$ cat src/rtl/ppu_pkg.sv
`default_nettype none
// ============================================================================
// ppu_pkg : shared types and constants for the PPU background fetch path
// Rev 1.0 : initial release
// ============================================================================
package ppu_pkg;

    localparam logic [13:0] NT_BASE = 14'h2000;
    localparam logic [9:0]  AT_OFF  = 10'h3C0;

    typedef enum logic [2:0] {
        PH_NT0  = 3'd0,
        PH_NT1  = 3'd1,
        PH_AT0  = 3'd2,
        PH_AT1  = 3'd3,
        PH_PTL0 = 3'd4,
        PH_PTL1 = 3'd5,
        PH_PTH0 = 3'd6,
        PH_PTH1 = 3'd7
    } phase_t;

    typedef struct packed {
        logic [2:0] fine_y;
        logic [1:0] nt;
        logic [4:0] coarse_y;
        logic [4:0] coarse_x;
    } loopy_v_t;

endpackage
`default_nettype wire

$ cat src/rtl/bg_shifter.sv
`default_nettype none
// ============================================================================
// bg_shifter : background pattern/attribute shifters and fine-X pixel mux
// Rev 1.0 : initial release
// ============================================================================
module bg_shifter (
    input  logic       clk,
    input  logic       rst,
    input  logic       shift_en_i,
    input  logic       load_i,
    input  logic [7:0] pat_lo_i,
    input  logic [7:0] pat_hi_i,
    input  logic [1:0] attr_i,
    input  logic [2:0] fine_x_i,
    input  logic       clip_i,
    output logic [3:0] pixel_o
);
    logic [15:0] pl_q, pl_d, ph_q, ph_d;
    logic [7:0]  al_q, al_d, ah_q, ah_d;
    logic [1:0]  alat_q, alat_d;
    logic [3:0]  pix_q, pix_d;
    logic [3:0]  w_pidx;
    logic [2:0]  w_aidx;

    // Attribute shifters refill from the latch so they stay valid across all 16 pattern bits.
    always_comb begin
        pl_d   = pl_q;
        ph_d   = ph_q;
        al_d   = al_q;
        ah_d   = ah_q;
        alat_d = alat_q;
        if (shift_en_i) begin
            pl_d = {pl_q[14:0], 1'b0};
            ph_d = {ph_q[14:0], 1'b0};
            al_d = {al_q[6:0], alat_q[0]};
            ah_d = {ah_q[6:0], alat_q[1]};
        end
        if (load_i) begin
            pl_d[7:0] = pat_lo_i;
            ph_d[7:0] = pat_hi_i;
            al_d      = {8{attr_i[0]}};
            ah_d      = {8{attr_i[1]}};
            alat_d    = attr_i;
        end
    end

    assign w_aidx = ~fine_x_i;
    assign w_pidx = {1'b1, ~fine_x_i};

    always_comb begin
        pix_d = {ah_q[w_aidx], al_q[w_aidx], ph_q[w_pidx], pl_q[w_pidx]};
        if (clip_i) begin
            pix_d = 4'h0;
        end
    end

    always_ff @(posedge clk) begin
        if (rst) begin
            pl_q   <= 16'h0000;
            ph_q   <= 16'h0000;
            al_q   <= 8'h00;
            ah_q   <= 8'h00;
            alat_q <= 2'b00;
            pix_q  <= 4'h0;
        end else begin
            pl_q   <= pl_d;
            ph_q   <= ph_d;
            al_q   <= al_d;
            ah_q   <= ah_d;
            alat_q <= alat_d;
            pix_q  <= pix_d;
        end
    end

    assign pixel_o = pix_q;

endmodule
`default_nettype wire

$ cat src/rtl/bg_fetch.sv
`default_nettype none
// ============================================================================
// bg_fetch : 2C02 background NT/AT/PT fetch sequencer feeding bg_shifter.
//            Optional left-column clip enabled by `define BG_LEFT_CLIP_EN.
// Rev 1.0 : initial release
// ============================================================================
module bg_fetch #(
    parameter int          ADDR_W  = 14,
    parameter logic [13:0] NT_BASE = ppu_pkg::NT_BASE,
    parameter logic [9:0]  AT_OFF  = ppu_pkg::AT_OFF
) (
    input  logic              clk,
    input  logic              rst,
    input  logic              fetch_en,
    input  logic              shift_en,
    input  logic [14:0]       v,
    input  logic [2:0]        fine_x,
    input  logic              pt_sel,
    input  logic [7:0]        dot_x,
    input  logic              show_left,
    output logic [ADDR_W-1:0] addr,
    output logic              rw,
    input  logic [7:0]        data_i,
    output logic              inc_hori,
    output logic [3:0]        pixel
);
    import ppu_pkg::*;

    phase_t            phase_q, phase_d;
    logic [ADDR_W-1:0] addr_q, addr_d;
    logic [7:0]        nt_q, lo_q, hi_q;
    logic [1:0]        quad_q, at_bits_q;

    loopy_v_t    w_lv;
    logic [13:0] w_nt_addr, w_at_addr, w_ptl_addr, w_pth_addr, w_addr14;
    logic        w_ld_nt, w_ld_quad, w_ld_at, w_ld_lo, w_ld_hi, w_reload;
    logic [1:0]  w_at_bits;
    logic        w_clip;

    assign w_lv = loopy_v_t'(v);

    always_ff @(posedge clk) begin
        if (rst) begin
            phase_q <= PH_NT0;
        end else begin
            phase_q <= phase_d;
        end
    end

    // Dropping fetch_en abandons the current group; the next one starts at NT.
    always_comb begin
        phase_d = PH_NT0;
        if (fetch_en) begin
            phase_d = phase_t'(phase_q + 3'd1);
        end
    end

    assign w_nt_addr  = NT_BASE | {2'b00, w_lv.nt, w_lv.coarse_y, w_lv.coarse_x};
    assign w_at_addr  = NT_BASE | {2'b00, w_lv.nt, 10'h000} | {4'h0, AT_OFF}
                      | {8'h00, w_lv.coarse_y[4:2], w_lv.coarse_x[4:2]};
    assign w_ptl_addr = {1'b0, pt_sel, nt_q, 1'b0, w_lv.fine_y};
    assign w_pth_addr = w_ptl_addr | 14'h0008;

    always_comb begin
        w_addr14  = w_pth_addr;
        w_ld_nt   = 1'b0;
        w_ld_quad = 1'b0;
        w_ld_at   = 1'b0;
        w_ld_lo   = 1'b0;
        w_ld_hi   = 1'b0;
        unique case (phase_d)
            PH_NT0, PH_NT1:   w_addr14 = w_nt_addr;
            PH_AT0, PH_AT1:   w_addr14 = w_at_addr;
            PH_PTL0, PH_PTL1: w_addr14 = w_ptl_addr;
            default:          w_addr14 = w_pth_addr;
        endcase
        addr_d = ADDR_W'(w_addr14);
        if (fetch_en) begin
            w_ld_nt   = (phase_q == PH_NT1);
            w_ld_quad = (phase_q == PH_AT0);
            w_ld_at   = (phase_q == PH_AT1);
            w_ld_lo   = (phase_q == PH_PTL1);
            w_ld_hi   = (phase_q == PH_PTH1);
        end
    end

    assign w_reload = w_ld_hi;

    always_comb begin
        unique case (quad_q)
            2'd0:    w_at_bits = data_i[1:0];
            2'd1:    w_at_bits = data_i[3:2];
            2'd2:    w_at_bits = data_i[5:4];
            default: w_at_bits = data_i[7:6];
        endcase
    end

    always_ff @(posedge clk) begin
        if (rst) begin
            addr_q    <= '0;
            nt_q      <= 8'h00;
            lo_q      <= 8'h00;
            hi_q      <= 8'h00;
            quad_q    <= 2'b00;
            at_bits_q <= 2'b00;
        end else begin
            addr_q <= addr_d;
            if (w_ld_nt)   nt_q      <= data_i;
            if (w_ld_quad) quad_q    <= {w_lv.coarse_y[1], w_lv.coarse_x[1]};
            if (w_ld_at)   at_bits_q <= w_at_bits;
            if (w_ld_lo)   lo_q      <= data_i;
            if (w_ld_hi)   hi_q      <= data_i;
        end
    end

`ifdef BG_LEFT_CLIP_EN
    assign w_clip = !show_left && (dot_x < 8'd8);
`else
    logic unused_clip_inputs;
    assign unused_clip_inputs = ^{dot_x, show_left};
    assign w_clip             = 1'b0;
`endif

    // The PT-hi byte arrives on the reload edge itself, so it bypasses hi_q.
    bg_shifter u_shifter (
        .clk        (clk),
        .rst        (rst),
        .shift_en_i (shift_en),
        .load_i     (w_reload),
        .pat_lo_i   (lo_q),
        .pat_hi_i   (data_i),
        .attr_i     (at_bits_q),
        .fine_x_i   (fine_x),
        .clip_i     (w_clip),
        .pixel_o    (pixel)
    );

    logic unused_hi_latch;
    assign unused_hi_latch = ^hi_q;

    assign addr     = addr_q;
    assign rw       = 1'b1;
    assign inc_hori = w_reload;

endmodule
`default_nettype wire

$ cat config.mk
export PLATFORM = sky130hd
export DESIGN_NAME = bg_fetch
export DESIGN_NICKNAME = d
export VERILOG_FILES = /design/src/rtl/ppu_pkg.sv /design/src/rtl/bg_shifter.sv /design/src/rtl/bg_fetch.sv
export SDC_FILE = /design/constraint.sdc
export NUM_CORES = 1
export LEC_CHECK = 0
export BUFFER_PORTS_ARGS = -buffer_cell sky130_fd_sc_hd__buf_2
export CAP_MARGIN = 25
export CORE_MARGIN = 2
export CORE_UTILIZATION = 50
export DETAILED_ROUTE_END_ITERATION = 10
export PLACE_DENSITY = 0.75
export RECOVER_POWER = 100
export SLEW_MARGIN = 15
export SYNTH_ARGS = -nofsm -noshare
export SYNTH_HDL_FRONTEND = slang
export SYNTH_SLANG_ARGS = --single-unit
$ cat constraint.sdc
create_clock -name clk -period 1.6 [get_ports clk]
set_input_delay 0.08 -clock clk [delete_from_list [all_inputs] [get_ports clk]]
set_output_delay 0.08 -clock clk [all_outputs]
set_load 0.03 [all_outputs]
; ---- Word-level counts from Yosys, hierarchy flattened
; Index checks and enable logic that the tools add are counted.
; W data, S select, Z words.
[totals]
reg_bits = 91
[op_classes]
n_addsub = 1
magnitude_cmp = 2
n_eq_ne = 12
muxes = 24
n_bitwise = 2
n_reduce_logical = 6
[op_table]
columns = operator, count
row1 = $mux W8, 8
row2 = $pmux W14 S3, 1
row3 = $or A14 B6 Y14, 1
row4 = $bmux W1 S3, 4
row5 = $eq A3 B2 Y1 const B, 4
row6 = $eq A3 B3 Y1 const B, 4
row7 = $mux W1, 9
row8 = $eq A3 B1 Y1 const B, 2
row9 = $pmux W2 S3, 1
row10 = $reduce_or A2 Y1, 3
row11 = $lt A4 B5 Y1 const B, 1
row12 = $lt A3 B4 Y1 const B, 1
row13 = $add A3 B1 Y3 const B, 1
row14 = $logic_not A3 Y1, 1
row15 = $mux W3, 1
row16 = $not A3 Y3, 1
row17 = $eq A2 B1 Y1 const B, 1
row18 = $eq A2 B2 Y1 const B, 1
row19 = $logic_not A2 Y1, 1
row20 = $reduce_bool A2 Y1, 1

; ---- Logic depth before layout (Yosys ltp)
[logic_depth]
word_depth = 5
depth_mapped = 7

; ---- By module
; Synthesis repeated with hierarchy kept, for this count alone.
[hier_totals]
cells_unflattened = 373
area_unflattened_um2 = 3962.6
[by_module_without_submodules]
columns = module, instances, cells_per_inst, area_each_um2, seq_area_each_um2
row1 = bg_shifter, 1, 228, 2466.1, 1081.0
row2 = bg_fetch, 1, 145, 1496.4, 740.7

; ---- Worst setup path before layout
; OpenSTA, ideal clock, no wires.
[synth_path]
path_type = flip-flop to flip-flop
startpoint = register phase_q[0]
endpoint = register addr_q[6], in the netlist addr[6]
arrival_ps = 1460
required_time_ps = 1472
setup_slack_ps = 13
stages_incl_launch_ff = 8
path_buffers = 2
synth_period_minus_slack_ps = 1587
path_cell_list = dfxtp_1 -> ha_1 -> ha_1 -> nand2b_1 -> buf_2 -> buf_2 -> o22ai_1 -> nor2_1
[synth_between]
elab_chain_cells = 5
elab_cells_between_ends = 12
[synth_rtl]
columns = element, line_no
row1 = from (decl), bg_fetch.sv:29  ; phase_t phase_q, phase_d;
row2 = from (signal assigned), bg_fetch.sv:46  ; phase_q <= phase_d;
row3 = $add A3 B1 Y3 *, bg_fetch.sv:54  ; phase_d = phase_t'(phase_q + 3'd1);
row4 = $mux W3 *, bg_fetch.sv:53  ; if (fetch_en) begin
row5 = "$eq A3 B3 Y1, or another cell as far along", bg_fetch.sv:71  ; unique case (phase_d)
row6 = $reduce_or A2 Y1, bg_fetch.sv:71
row7 = $pmux W14 S3 *, bg_fetch.sv:71
row8 = to (signal assigned), bg_fetch.sv:107  ; addr_q <= addr_d;
row9 = to (decl), bg_fetch.sv:30  ; logic [ADDR_W-1:0] addr_q, addr_d;
; Mark *: on every way between the ends. The rest lies on a longest branch, timed or not.
; A chain may end at the register's enable or synchronous reset.

; ---- Worst setup path in the final report
[layout_path]
startpoint = register phase_q[0]
endpoint = output port inc_hori
[layout_between]
elab_chain_cells = 2
[layout_rtl]
columns = element, line_no
row1 = $eq A3 B3 Y1, bg_fetch.sv:83  ; w_ld_hi = (phase_q == PH_PTH1);
row2 = $mux W1, bg_fetch.sv:78  ; if (fetch_en) begin
row3 = to (decl), bg_fetch.sv:24  ; output logic inc_hori,
; No other way between the ends.

==> summary.md <==
| Metric | Value |
|---|---|
| Run status | `finished, final reports clean` |
| Die span in y | `~90 um` |
| Worst path max stage delay | `approximately 0.37 ns` |
| Worst setup SP type | `flop` |
| Worst-Skew Late Latency | `0.35 ns` |
| DR iter-0 viols | `between 80 and 90` |
| DIE WIDTH | `90.3 um` |
| Clock share of power | `32.3%` |
| IO buf count | `49` |
| Unrepaired setup endpoints after global routing | `false` |
| Synth cell types | `28` |
| Seq/Total Area, Yosys | `48.9%` |
| Number of diodes | `0` |
| Avg Cell Area, Syn | `roughly 11 um2` |
| Commonest non-fill, non-tap cell in the layout | `dfxtp_1` |
| Num ports | `60` |
| Final setup violation count | `0` |
| Metal-1 WL | `3280 um` |
| Largest net degree at the start of global routing | `33` |
| # rows | `31` |
| Internal power | `2.98 mW` |
| Synthesized flop and latch total | `91` |
| Root Buffer Master | `clkbuf_8` |
| Worst-path clk slew | `roughly 0.080 ns` |
| Combinational share of power | `under 10%` |
| PwrDens | `about 900 nW/um2` |
| Total global routing overflow | `0` |
| Worst hold path endpoint | `u_shifter.ph_q[0]$_SDFFE_PP0P_` |
| Worst R2R Setup Slack | `around 0.080 ns` |
| Tcrit/Tclk final | `95.7%` |
| Routed WL per cell | `14.1 um` |
| Clock buffer count from CTS | `9` |
| Required @ worst endpoint | `between 1.5 and 2 ns` |
| Synth warn | `0` |
| Reg2reg start | `phase_q[0]$_SDFF_PP0_` |
| Hold Path Depth | `3` |
| Worst Path Max Fanout | `4` |
| Via Count | `2661` |
| HP Start | `data_i[0]` |
| Detail Route met3 WL | `roughly 300 um` |
| Peak supply drop | `0.588 mV` |
| RD Place Congestion | `roughly 0.75` |
| H-tree depth | `3` |
| Final core occ | `between 60% and 70%` |
| Via/cell ratio | `5.22` |
| Metal2 WL | `3550 um` |
| Static Leak | `1.96 nW` |
| Post-DP HPWL | `approximately 4700 um` |
| Largest delay contributor family on the critical path | `flip-flops` |
| Share of cells above drive strength 1 | `17.3%` |
| Max Clock Freq | `653 MHz` |
| Antenna Nets Post-Route | `0` |
| WP buf/inv | `3` |
| Sink Count | `91` |
| Top Metal Used | `met4` |
| Fin Setup TNS | `0 ns` |
| Slowest CP cell | `dfxtp_4` |
| Sequential share of power | `between 50% and 60%` |
| Switching Fraction | `between 20% and 30%` |
| Slew @ Worst Pin | `0.825 ns` |
| Post-layout min period | `between 1.5 and 2 ns` |
| Sw power | `0.938 mW` |
| Initial antenna violation count | `0` |
| Clock Skew | `0.00980 ns` |
| Post-layout nets | `453` |
| Largest cells by area after synthesis | `dfxtp_1 (49%), mux2i_1 (19%), nor2_1 (6.3%)` |
| Initial core utilization | `51.6%` |
| DR pass1 iterations | `4` |
| Crit end category | `primary output` |
| Depth of the worst register-to-register path | `8` |
| Layout area overhead | `17.9%` |
| WL final | `7200 um` |
| Synth Net Count | `395` |
| # DRC | `0` |
| Vias in the first global route | `2597` |
| Pins Over Slew Limit | `0` |
| Die area | `8150 um2` |
| Slew HR | `45.0%` |
| CTS tree | `yes` |
| CP Class | `reg2out` |
| Endpoints failing hold | `0` |
| Synth top area share | `48.9%` |
| Post-Syn Area | `3720 um2` |
| Total Routing Usage GR | `18.7%` |
| Synthesized instance count | `350` |
| Cell taking the most area after synthesis | `dfxtp_1` |
| Most frequent cells in the layout | `dfxtp_1 (89), mux2i_1 (71), nor2_1 (62)` |
| Fillers | `642` |
| Crit-path cells | `ha_4 > ha_2 > nand2_4 > buf_12 > clkinvlp_4 > buf_4` |
| FF-to-FF End | `u_shifter.ah_q[5]$_SDFFE_PP0P_` |
| Longest Clk Path Bufs | `2` |
| First-pass GRT wire length | `12300 um` |
| Crit path DAT | `1.45 ns` |
| Maximum Capacitance Violations | `0` |
| Core box area | `7210 um2` |
| Hold Path Class | `in2reg` |
per-stage QoR:
step	setup WS [ns]	instance area [um2]	cells	hold slack, ns	total power [mW]
2_1_floorplan	0.0128	3720	350	0.202	2.58
5_1_grt	0.000603	4390	510	0.00714	4.09
6_report	0.0686	4390	510	0.0196	3.92
3_5_place_dp	0.0379	4090	481	0.302	2.69
3_3_place_gp	0.0623	4090	481	0.283	2.69
4_1_cts	0.0118	4430	510	0.00141	3.97
cell type report:
cell class	count	area, um2	area share [%]
flip-flops and latches	91	1830	41.6
multi-input cells	227	1760	40.1
repair buffers	74	505	11.5
clock buffers	11	131	2.99
well taps	99	124	2.82
inverters	5	22.5	0.513
clock inverters	3	17.5	0.399
cells in the mapped netlist:
master    instances
nor2b_1           2
o21bai_1          1
o22ai_1           4
nand2_1          10
a21oi_1          23
nand3_2           1
clkbuf_1          8
ha_1              5
and2_1            1
nand3_1           3
nor3b_1           1
mux4_2            7
nand2b_1          2
buf_6             2
mux2i_1          71
nor2_1           62
buf_4             6
o21bai_2          1
dfxtp_1          91
a22o_1            4
buf_2            11
conb_1            1
nand3b_1          4
inv_1             5
mux4_1            3
a21o_1            1
a21boi_0          1
a211oi_1         19
power by group through the flow:
stage	clock network, mW	registers [mW]	logic (mW)
6_report	1.26	2.31	0.347
5_1_grt	1.41	2.31	0.374
4_1_cts	1.31	2.31	0.354
3_5_place_dp	0	2.36	0.331
3_3_place_gp	0	2.36	0.326
2_1_floorplan	0	2.40	0.180
worst max-delay path by stage:
stage | start | slack [ns] | to | cells past startpoint
after global routing | phase_q[0]$_SDFF_PP0_ | 0.0006 | addr[10]$_SDFF_PP0_ | 6
after floorplan | phase_q[0]$_SDFF_PP0_ | 0.01 | addr[6]$_SDFF_PP0_ | 7
after CTS | phase_q[1]$_SDFF_PP0_ | 0.01 | inc_hori | 6
after detailed placement | phase_q[0]$_SDFF_PP0_ | 0.04 | u_shifter.al_q[4]$_SDFFE_PP0P_ | 6
final | phase_q[0]$_SDFF_PP0_ | 0.07 | inc_hori | 6
after global placement | phase_q[0]$_SDFF_PP0_ | 0.06 | addr[5]$_SDFF_PP0_ | 5
kinds of logic after synthesis:
kind of cell	share of synthesized area, %
mux	25.4
fa+ha+maj	1.68
flops	48.9
buf+inv	4.60
simple gates	9.78
compound gates	9.45
other cells	0.101
worst register-to-register path: stages (launching register included):
cell      delay [ns]
dfxtp_4         0.38
ha_4            0.14
ha_2            0.18
nand2_4         0.06
buf_4           0.16
buf_12          0.16
o21bai_1        0.13
buf_4           0.18
a21oi_1         0.06
per-layer routing:
layer / up-vias / global-route usage, %
met5: - / 0
met4: 0 / 4.74
met3: 6 / 5.26
met2: 51 / 31.4
met1: 1253 / 23.9
li1: 1351 / -
state kept, by name, indices dropped and copies added (netlist names):
name / count
u_shifter.ph_q: 16
quad_q: 2
nt_q: 8
u_shifter.alat_q: 2
u_shifter.pixel_o: 4
at_bits_q: 2
phase_q: 3
u_shifter.pl_q: 16
u_shifter.al_q: 8
lo_q: 8
addr: 14
u_shifter.ah_q: 8
what timing repair did:
item,in CTS,in global routing
hold buffers,11,0
pin swaps,0,0
setup endpoints to repair,1,18
cloned,1,0
gates resized for setup,8,4
buffers inserted,3,0
hold endpoints to repair,12,0
Power figures use the tool's default switching activity.
